$ cat config.mk
export PLATFORM = sky130hd
export DESIGN_NAME = sipo_deser
export DESIGN_NICKNAME = d
export VERILOG_FILES = /design/src/rtl/sipo_pkg.sv /design/src/rtl/sipo_bit_counter.sv /design/src/rtl/sipo_deser.sv
export SDC_FILE = /design/constraint.sdc
export NUM_CORES = 1
export LEC_CHECK = 0
export BUFFER_PORTS_ARGS = -buffer_cell sky130_fd_sc_hd__buf_2
export CORE_MARGIN = 2
export CORE_UTILIZATION = 45
export CTS_BUF_LIST = sky130_fd_sc_hd__clkbuf_8
export CTS_CLUSTER_SIZE = 8
export DETAILED_ROUTE_END_ITERATION = 10
export PLACE_DENSITY = 0.81
export SETUP_SLACK_MARGIN = 0.05
export SYNTH_ARGS = -nofsm -noshare
export SYNTH_HDL_FRONTEND = slang
export SYNTH_HIERARCHICAL = 1
export SYNTH_SLANG_ARGS = --single-unit
$ cat constraint.sdc
create_clock -name clk -period 2.45 [get_ports clk]
set_input_delay 0.245 -clock clk [delete_from_list [all_inputs] [get_ports clk]]
set_output_delay 0.245 -clock clk [all_outputs]
set_load 0.01 [all_outputs]
$ cat src/rtl/sipo_pkg.sv
// sipo_pkg: shared types and constants for the serial-in/parallel-out
// deserializer slice.
//   sipo_state_t        framing FSM state (HUNT = waiting for alignment,
//                       SHIFT = collecting bits of a word)
//   SIPO_DEFAULT_WIDTH  default word width
//   cnt_width()         width of a counter able to hold 0..w
package sipo_pkg;

  typedef enum logic {
    HUNT  = 1'b0,
    SHIFT = 1'b1
  } sipo_state_t;

  localparam int unsigned SIPO_DEFAULT_WIDTH = 4;

  function automatic int unsigned cnt_width(input int unsigned w);
    return $clog2(w + 1);
  endfunction

endpackage

$ cat src/rtl/sipo_bit_counter.sv
// sipo_bit_counter: bit position counter for the deserializer.
//   clk    in   rising-edge clock
//   rst    in   asynchronous active-high reset (count -> 0)
//   load   in   start of a new word: this sample is bit 0, count becomes 1
//   inc    in   one more bit sampled, count increments
//   count  out  bits collected in the current partial word (0..WIDTH-1)
//   done   out  combinational pulse: the current sample completes the word;
//               count wraps to 0 on the same edge
module sipo_bit_counter
  import sipo_pkg::*;
#(
  parameter int unsigned WIDTH = SIPO_DEFAULT_WIDTH,
  parameter int unsigned CW    = cnt_width(WIDTH)
) (
  input  logic          clk,
  input  logic          rst,
  input  logic          load,
  input  logic          inc,
  output logic [CW-1:0] count,
  output logic          done
);

  localparam logic [CW-1:0] LAST = CW'(WIDTH - 1);

  // load takes priority over inc; a load completes immediately only for a
  // one-bit word (LAST == 0).
  always_comb begin
    done = 1'b0;
    if (load) begin
      done = (LAST == '0);
    end else if (inc) begin
      done = (count == LAST);
    end
  end

  always_ff @(posedge clk or posedge rst) begin
    if (rst) begin
      count <= '0;
    end else if (done) begin
      count <= '0;
    end else if (load) begin
      count <= CW'(1);
    end else if (inc) begin
      count <= count + CW'(1);
    end
  end

endmodule

$ cat src/rtl/sipo_deser.sv
// sipo_deser: serial-in/parallel-out deserializer with start-of-word
// alignment, a one-entry output holding register and sticky error flags.
//   clk        in   rising-edge clock
//   rst        in   asynchronous active-high reset
//   sin        in   serial data bit
//   sin_en     in   sin is sampled only when 1
//   sin_sof    in   with sin_en: this bit is bit 0 of a new word
//   out_data   out  assembled word, stable while out_valid=1
//   out_valid  out  holding register full
//   out_ready  in   consumer accepts when out_valid & out_ready
//   overrun    out  sticky: completed word dropped, holding register full
//   frame_err  out  sticky: sin_sof arrived mid-word
//   err_clr    in   synchronous clear of overrun and frame_err
//   bit_cnt    out  bits collected in the current partial word
module sipo_deser
  import sipo_pkg::*;
#(
  parameter int unsigned WIDTH     = SIPO_DEFAULT_WIDTH,
  parameter bit          MSB_FIRST = 1'b1
) (
  input  logic                       clk,
  input  logic                       rst,
  input  logic                       sin,
  input  logic                       sin_en,
  input  logic                       sin_sof,
  output logic [WIDTH-1:0]           out_data,
  output logic                       out_valid,
  input  logic                       out_ready,
  output logic                       overrun,
  output logic                       frame_err,
  input  logic                       err_clr,
  output logic [$clog2(WIDTH+1)-1:0] bit_cnt
);

  localparam int unsigned CW = cnt_width(WIDTH);

  sipo_state_t      state;
  logic [WIDTH-1:0] sr;
  logic [WIDTH-1:0] sr_start;
  logic [WIDTH-1:0] sr_shift;
  logic [WIDTH-1:0] word;
  logic             load;
  logic             inc;
  logic             done;
  logic             frame_set;
  logic             over_set;

  // sof always restarts a word; plain bits only count once aligned.
  assign load = sin_en & sin_sof;
  assign inc  = sin_en & ~sin_sof & (state == SHIFT);

  sipo_bit_counter #(
    .WIDTH (WIDTH),
    .CW    (CW)
  ) u_cnt (
    .clk   (clk),
    .rst   (rst),
    .load  (load),
    .inc   (inc),
    .count (bit_cnt),
    .done  (done)
  );

  // MSB-first shifts left inserting at bit 0, so the first bit ends in the
  // MSB; LSB-first shifts right inserting at the top, so it ends in bit 0.
  if (MSB_FIRST) begin : g_msb
    assign sr_start = {{(WIDTH-1){1'b0}}, sin};
    assign sr_shift = {sr[WIDTH-2:0], sin};
  end else begin : g_lsb
    assign sr_start = {sin, {(WIDTH-1){1'b0}}};
    assign sr_shift = {sin, sr[WIDTH-1:1]};
  end

  // The completing bit is not yet in sr, so the word is taken from the
  // shifted value that sr would receive on this edge.
  assign word      = load ? sr_start : sr_shift;
  assign frame_set = load & (state == SHIFT) & (bit_cnt != '0);
  assign over_set  = done & out_valid & ~out_ready;

  always_ff @(posedge clk or posedge rst) begin
    if (rst) begin
      state <= HUNT;
    end else if (load) begin
      state <= SHIFT;
    end
  end

  always_ff @(posedge clk or posedge rst) begin
    if (rst) begin
      sr <= '0;
    end else if (load) begin
      sr <= sr_start;
    end else if (inc) begin
      sr <= sr_shift;
    end
  end

  always_ff @(posedge clk or posedge rst) begin
    if (rst) begin
      out_data  <= '0;
      out_valid <= 1'b0;
    end else if (done) begin
      if (!out_valid || out_ready) begin
        out_data  <= word;
        out_valid <= 1'b1;
      end
    end else if (out_valid && out_ready) begin
      out_valid <= 1'b0;
    end
  end

  // A new error in the same cycle as err_clr keeps the flag set.
  always_ff @(posedge clk or posedge rst) begin
    if (rst) begin
      overrun   <= 1'b0;
      frame_err <= 1'b0;
    end else begin
      overrun   <= over_set  | (overrun   & ~err_clr);
      frame_err <= frame_set | (frame_err & ~err_clr);
    end
  end

endmodule

==> results of run 1 <==
layout make-up:
class / count / area (sq um) / area share [%]
clock buffers: 3 / 41.3 / 5.24
well taps: 15 / 18.8 / 2.38
repair buffers: 17 / 90.1 / 11.4
inverters: 9 / 33.8 / 4.29
flip-flops and latches: 14 / 350 / 44.4
multi-input cells: 35 / 254 / 32.2
metrics by stage:
stage	std cells	worst slack, ps
2_1_floorplan	58	757
3_3_place_gp	89	626
3_5_place_dp	89	537
4_1_cts	93	484
5_1_grt	93	265
6_report	93	469
flip-flops by register name, summed over array words and instances, names as in the netlist:
| register | cells |
|---|---|
| frame_err | 1 |
| out_data | 4 |
| out_valid | 1 |
| overrun | 1 |
| sr | 3 |
| state | 1 |
| u_cnt/count | 3 |
critical path, cell delays in order (launching register included):
cell	delay, ps
dfrtp_1	410
nand2_1	80
nor2_1	280
inv_1	110
nor3b_1	480
nand2_2	150
mux2_1	350
synth_stat cells:
| master | instances | area (sq um) |
|---|---|---|
| nand2b_2 | 1 | 8.76 |
| nand3_1 | 2 | 10.0 |
| a21oi_1 | 1 | 5.00 |
| nand2_1 | 2 | 7.51 |
| o21ai_0 | 2 | 10.0 |
| a22o_2 | 1 | 10.0 |
| or2b_1 | 1 | 7.51 |
| nor2_1 | 2 | 7.51 |
| and4_1 | 3 | 26.3 |
| o21ai_1 | 1 | 5.00 |
| o22ai_1 | 2 | 12.5 |
| ha_1 | 2 | 25.0 |
| o31ai_1 | 1 | 7.51 |
| inv_1 | 9 | 33.8 |
| a21o_1 | 3 | 22.5 |
| a211o_2 | 1 | 10.0 |
| nand2b_1 | 1 | 6.26 |
| mux2_1 | 2 | 22.5 |
| or4b_1 | 1 | 10.0 |
| nor3b_1 | 2 | 15.0 |
| nor3_1 | 1 | 5.00 |
| nand2_2 | 2 | 12.5 |
| nand3b_1 | 1 | 7.51 |
| dfrtp_1 | 14 | 350 |
how the worst max path moves through the flow:
stage          start           to  slack [ps]  cells after the start
2_1_floorplan  state  out_data[0]         760                      6
3_3_place_gp   state  out_data[0]         630                      6
3_5_place_dp   state  out_data[0]         540                      6
4_1_cts        state  out_data[0]         480                      6
5_1_grt        state  out_data[0]         270                      6
6_report       state  out_data[0]         470                      6
logic make-up after synthesis:
family,count (synthesis),share of synthesized area [%]
AOI/OAI and AO/OA,12,12.9
adders and majority gates,2,3.92
buffers and inverters,9,5.29
DFF,14,54.9
muxes,2,3.53
and+or+nand+nor,19,19.4
power by group:
part           switching, mW  internal [mW]  total [mW]
Clock                 0.0720          0.108       0.180
Combinational         0.0686         0.0634       0.132
Sequential            0.0284          0.271       0.299
metal layers:
| metal | share of wire, % | up-vias | global-route usage [%] | wire, microns |
|---|---|---|---|---|
| li1 | - | 244 | - | - |
| met1 | 44 | 232 | 22.7 | 573 |
| met2 | 48 | 23 | 28.1 | 624 |
| met3 | 4.8 | 6 | 2.61 | 62 |
| met4 | 2.6 | 0 | 9.68 | 33 |
| met5 | 0 | - | 0 | 0 |
==> impl_results.md, run 1 <==
- Min Hold Slack: 210 ps
- Critical path class: reg -> reg
- Die Ht: 41.7 microns
- Cell variety after synth: 24
- CP endpoint kind: flip-flop
- Antenna-violating nets left: 0
- First-pass GRT wire length: 2230 microns
- RSZ-0062 raised after global routing: no
- Initial Util: 48.4%
- Final GP Congestion: 0.778
- Worst Max-Slew Pin Slew: 525 ps
- # setup viols final: 0
- Most frequent cells in the layout: buf_2, dfrtp_1, inv_1
- Synthesis warning total: 6
- Fin nets: 89
- HP Start: err_clr
- Reg2Reg Launch Point: state
- Post-route cell area: 788 sq um
- CORE AREA: 0.00132 sq mm
- Post-Syn Area: 638 sq um
- Wire per inst: 13.9 microns
- Root Buffer: clkbuf_8
- Setup tns final: 0 ps
- Antenna Diode Count: 0
- Critical Path RT: 2560 ps
- Dpl hpwl: 993 microns
- Syn Area/Cell: 11.0 sq um
- GRT overflow: 0
- Max Clk Rate: 505 MHz
- Vias: 505
- CTS Hold Bufs: 1
- TritonCTS clock tree: yes
- Worst Hold Depth: 2
- Detailed-routing iteration count for the pre-antenna-repair pass: 4
- Die ar.: 0.00174 sq mm
- Initial antenna violation count: 0
- Worst Hold Class: in -> reg
- Vias in the first global route: 511
- R2r worst-path depth: 6
- Slew Limit Fails: 0
- Worst setup SP type: flip-flop
- Leak pwr: 0.427 nW
- Hold endpoint: overrun
- CTS sink cnt: 14
- Die X: 41.7 microns
- Reg2Reg Setup Slack: 470 ps
- Flops & latches, synth: 14
- Max FO, Critical Path: 7
- Top Ports: 17
- Vias per cell: 5.43
- Share of cells above drive strength 1: 30.8%
- Power Dens Cells: 776 mW/mm^2
- Final WL: 1290 microns
- Worst-path clk slew: 50 ps
- DRC Markers: 0
- Area grow syn2layout: 23.5%
- Core Rows: 13
- Rel. slew slack: 64.9%
- Commonest non-fill, non-tap cell in the layout: buf_2
- Synth Instances: 58
- 1st-iter DRT viols: 11
- Fillers: 97
- CTS Buf Count: 3
- Clk_skew: 1.04 ps
- Worst endpoint data arrival time: 2090 ps
- Peak VDD IR: 0.324 mV
- Register area share after synthesis: 54.9%
- Cells resized by post-CTS repair: 0
- Final period util: 80.8%
- Pin count of the biggest net entering global routing: 12
- Clk buf depth: 2
- CTS H-tree lvls: 1
- Post-CTS Setup Bufs: 0
- Gr usage total: 17.6%
- Final core occ: 59.8%
- DP Area: 737 sq um
- Skew-Pair Late Insertion Delay: 240 ps
- Maxcap violations: 0
- Syn nets: 67
- Final Hold Fails: 0
- Power Total: 0.612 mW
- Fin crit period: 1980 ps
- Buffers added on ports: 16
- RR Endpoint: out_data[0]
- Run status: complete, no violations
Power figures use the tool's default switching activity.
==> run 2, diff against run 1 <==
clock period = 1.93 ns   (was 2.45 ns; I/O delays follow)
==> run 2 against run 1 <==
  * Count of clock-buffer cells in the layout rose by 1
  * Die area did not move
  * Cell area is 3.7% higher
  * Largest cell class unchanged
==> impl_results.md, run 2 (synthesized netlist as in run 1, its figures left out) <==
- Run status: complete, no violations
- Fin nets: 91
- RSZ-0062 raised after global routing: no
- Placed insts: 91
- Critical Path Most Common Cell: ha_1
- DP Area: 752 sq um
- CTS H-tree lvls: 1
- Min Hold Slack: 149 ps
- Crit path max-delay family: simple AND/OR/NAND/NOR gates
- 1st-iter DRT viols: 7
- # setup viols final: 0
- Worst endpoint data arrival time: 1770 ps
- Fin crit period: 1640 ps
- Antenna-violating nets left: 0
- CTS sink cnt: 14
- Comb power frac: 20.4%
- Initial Util: 48.4%
- Skew-Pair Late Insertion Delay: 240 ps
- Critical path class: reg -> reg
- Non-filler cells, final: 96
- Die X: 41.7 microns
- Post-Place Worst Slack: 295 ps
- Sequential share of power: 45.3%
- Setup WS post-layout: 292 ps
- Die Ht: 41.7 microns
- Most frequent cells in the layout: buf_2, dfrtp_1, inv_1
- Power Dens Cells: 1010 mW/mm^2
- Net Sw Frac: 26.3%
- Clk buf depth: 2
- Top Registers: out_data (4), sr (3), u_cnt/count (3)
- GRT overflow: 0
- Worst Max-Slew Pin Slew: 424 ps
- Clock share of power: 34.3%
- Final Hold Fails: 0
- Commonest non-fill, non-tap cell in the layout: buf_2
- NetSw: 0.217 mW
- Post-route cell area: 817 sq um
- Core Rows: 13
- Root Buffer: clkbuf_8
- CORE AREA: 0.00132 sq mm
- Buffers added on ports: 16
- Top Ports: 17
- Maxcap violations: 0
- Buf/Inv on CP: 0
- Final period util: 84.9%
- Share of cells above drive strength 1: 33.3%
- Worst-path clk slew: 60 ps
- Worst path max stage delay: 400 ps
- Largest register FFs: 4
- Worst Hold Class: in -> reg
- Vias in the first global route: 494
- First-pass GRT wire length: 2080 microns
- Setup tns final: 0 ps
- DRC Markers: 0
- Vias per cell: 5.07
- Die ar.: 0.00174 sq mm
- Vias: 487
- CP endpoint kind: flip-flop
- Critical Path RT: 2060 ps
- Wire per inst: 12.3 microns
- Pin count of the biggest net entering global routing: 12
- Worst setup SP type: flip-flop
- Max Clk Rate: 611 MHz
- Final core occ: 62.0%
- Gr usage total: 16.1%
- Dpl hpwl: 924 microns
- Initial antenna violation count: 0
- Rel. slew slack: 71.7%
- Final GP Congestion: 0.751
- Max FO, Critical Path: 5
- Area grow syn2layout: 28.0%
- Max stage delay cell, worst path: dfrtp_1
- Clk_skew: 0.727 ps
- Peak VDD IR: 0.565 mV
- Internal: 0.607 mW
- Fillers: 105
- Crit path cell chain: ha_1 -> ha_1 -> nor3b_1 -> nand2_2 -> mux2_1
- TritonCTS clock tree: yes
- Leak pwr: 0.445 nW
- Antenna Diode Count: 0
- CTS Buf Count: 3
- Power Total: 0.824 mW
- Detailed-routing iteration count for the pre-antenna-repair pass: 4
- Largest Register: out_data
- Final WL: 1190 microns
- Slew Limit Fails: 0
==> run 2: changes by cell type in the layout (fill, tap and decap cells not counted), sizes merged <==
cell and change:
buf +2, clkbuf +1
==> run 2: cell type report <==
type                            count  area, sq um  share of cell area (%)
Sequential cell                    14          350                    42.9
Timing Repair Buffer               19          105                    12.9
Multi-Input combinational cell     35          254                    31.1
Tap cell                           15         18.8                    2.30
Clock buffer                        4         55.1                    6.74
Inverter                            9         33.8                    4.13
==> run 2: worst register-to-register path, delay by kind of cell (launching register included) <==
kind          cells  cell delay (ps)
fa+ha+maj         2              360
flops             1              400
mux               1              330
simple gates      2              440
==> run 2: routing by layer <==
metal / routed length [microns] / vias up / global-route usage, %
met5: 0 / - / 0
met4: 32 / 0 / 9.68
met3: 46 / 5 / 3.91
met2: 548 / 10 / 23.4
met1: 558 / 222 / 21.5
li1: - / 250 / -
==> run 2: power by group through the flow <==
| stage | Clock [mW] | Sequential [mW] | Combinational [mW] |
|---|---|---|---|
| floorplan | 0 | 0.399 | 0.0739 |
| global placement | 0 | 0.378 | 0.166 |
| detailed placement | 0 | 0.379 | 0.169 |
| CTS | 0.287 | 0.373 | 0.172 |
| global route | 0.300 | 0.381 | 0.190 |
| finish | 0.282 | 0.374 | 0.168 |
==> run 2: worst paths after layout <==
check                      slack (ps)           start        endpoint  cells after the start
max                               290  u_cnt/count[0]     out_data[0]                      5
min                               150         err_clr         overrun                      2
max reg2reg                       290  u_cnt/count[0]     out_data[0]                      5
min reg2reg                       480     out_data[3]     out_data[3]                      1
max in group asynchronous        1130             rst         overrun                      3
min in group asynchronous         380             rst  u_cnt/count[1]                      3
==> run 2: timing repair <==
| action | 4_1_cts | 5_1_grt |
|---|---|---|
| setup buffers | 0 | 0 |
| hold endpoints to repair | 14 | 0 |
| hold buffers | 1 | 0 |
| resized for setup | 0 | 0 |
==> run 3, diff against run 2 <==
PLACE_DENSITY = 0.84   (was 0.81)
clock period = 1.5 ns   (was 1.93 ns; I/O delays follow)
==> run 3 against run 2 <==
  * Utilization is 6.1 points higher
  * Clock power is 24% higher
  * Routed wire length is 30% higher
  * Worst setup slack got worse by 290 ps
  * Maximum frequency up 9.5%
  * Largest cell class unchanged
==> impl_results.md, run 3 (synthesized netlist as in run 1, its figures left out) <==
- Vias: 528
- Worst-path clk slew: 50 ps
- Min Hold Slack: 118 ps
- Power Dens Cells: 1260 mW/mm^2
- Slew Limit Fails: 0
- Peak VDD IR: 0.812 mV
- Most frequent cells in the layout: buf_2, dfrtp_1, inv_1
- Antenna-violating nets left: 0
- Clk buf depth: 2
- Share of cells above drive strength 1: 45.9%
- Final Hold Fails: 0
- Area grow syn2layout: 40.6%
- Worst endpoint data arrival time: 1640 ps
- Largest Register: out_data
- Worst path max stage delay: 540 ps
- Worst setup SP type: flip-flop
- Rel. slew slack: 71.5%
- Maxcap violations: 0
- Detailed-routing iteration count for the pre-antenna-repair pass: 4
- Buffers added on ports: 16
- CTS Buf Count: 3
- Max stage delay cell, worst path: or4b_4
- 1st-iter DRT viols: 14
- First-pass GRT wire length: 2460 microns
- Largest register FFs: 4
- Wire per inst: 15.4 microns
- Skew-Pair Late Insertion Delay: 240 ps
- Clk_skew: 0.574 ps
- Run status: complete, no violations
- Final period util: 99.7%
- Pin count of the biggest net entering global routing: 12
- Vias per cell: 5.28
- Final core occ: 68.1%
- Met3 Use GR: 4.35%
- Crit path cell chain: ha_2 -> ha_4 -> or4b_4 -> o31ai_4
- Buf/Inv on CP: 0
- Die Ht: 41.7 microns
- Leak pwr: 0.476 nW
- Fin nets: 95
- Antenna Diode Count: 0
- Final GP Congestion: 0.881
- DRC Markers: 0
- Crit path max-delay family: simple AND/OR/NAND/NOR gates
- Placed insts: 93
- Most Used Layer, Global Route: met2
- Final WL: 1540 microns
- Multi-input combinational cell area: 304 sq um
- Gr usage total: 19.6%
- TritonCTS clock tree: yes
- Dpl hpwl: 1040 microns
- Setup tns final: 0 ps
- Fillers: 96
- CTS sink cnt: 14
- CORE AREA: 0.00132 sq mm
- Die ar.: 0.00174 sq mm
- Post-Place Worst Slack: 8.58 ps
- DP Area: 796 sq um
- Critical path class: reg -> reg
- Top Ports: 17
- Initial antenna violation count: 0
- Fin crit period: 1500 ps
- Top Registers: out_data (4), sr (3), u_cnt/count (3)
- Die X: 41.7 microns
- # setup viols final: 0
- Commonest non-fill, non-tap cell in the layout: buf_2
- Post-route cell area: 897 sq um
- Initial Util: 48.4%
- Critical Path RT: 1650 ps
- M1 GR Usage: 24.6%
- RSZ-0062 raised after global routing: yes
- Worst Max-Slew Pin Slew: 427 ps
- Root Buffer: clkbuf_8
- Max FO, Critical Path: 2
- CTS H-tree lvls: 1
- CP endpoint kind: flip-flop
- Met2 Usage GRT: 30.3%
- Vias in the first global route: 541
- Max Clk Rate: 669 MHz
- Register area: 350 sq um
- Worst Hold Class: in -> reg
- Non-filler cells, final: 100
- Setup WS post-layout: 4.79 ps
- GRT overflow: 0
- Core Rows: 13
- Power Total: 1.13 mW
-- run 3: cell types whose count changed in the layout (fill, tap and decap cells not counted), sizes merged --
cell	delta
buf	+4
-- run 3: worst reg2reg max path: cells and delay by family, from the launching register on --
family	cells	cell delay [ps]
AO/OA/AOI/OAI	1	70
adder cells (fa/ha/maj)	2	410
flip-flops	1	380
AND/OR/NAND/NOR	1	540
-- run 3: timing repair --
action | in CTS | in global routing
pin swaps | 2 | 3
hold buffers | 1 | 0
endpoints found under the hold margin | 14 | 0
endpoints found under the setup margin | 2 | 4
buffers inserted | 1 | 1
resized for setup | 3 | 2
cloned | 0 | 0
-- run 3: layout make-up --
cell class,instances,area share [%]
Inverter,9,3.77
Timing Repair Buffer,23,15.1
Multi-Input combinational cell,35,33.9
Sequential cell,14,39.1
Clock buffer,4,6.14
Tap cell,15,2.09
-- run 3: worst paths after layout --
path | startpoint | to | slack, ps | cells past startpoint
min in group asynchronous | rst | u_cnt/count[2] | 340 | 3
max in group asynchronous | rst | out_valid | 730 | 3
max | u_cnt/count[1] | u_cnt/count[2] | 5 | 4
min | err_clr | overrun | 120 | 2
min reg2reg | out_data[2] | out_data[2] | 470 | 1
max reg2reg | u_cnt/count[1] | u_cnt/count[2] | 5 | 4
-- run 3: routing by layer --
| metal | share of wire [%] | wire, microns |
|---|---|---|
| met5 | 0 | 0 |
| met4 | 2.4 | 37 |
| met3 | 4.0 | 62 |
| met2 | 52 | 797 |
| met1 | 41 | 637 |
-- run 3: report_power, final --
part	internal (mW)	leakage [nW]	switching [mW]	total [mW]
Sequential	0.443	0.178	0.0386	0.481
Clock	0.232	0.0288	0.119	0.351
Combinational	0.152	0.269	0.147	0.298
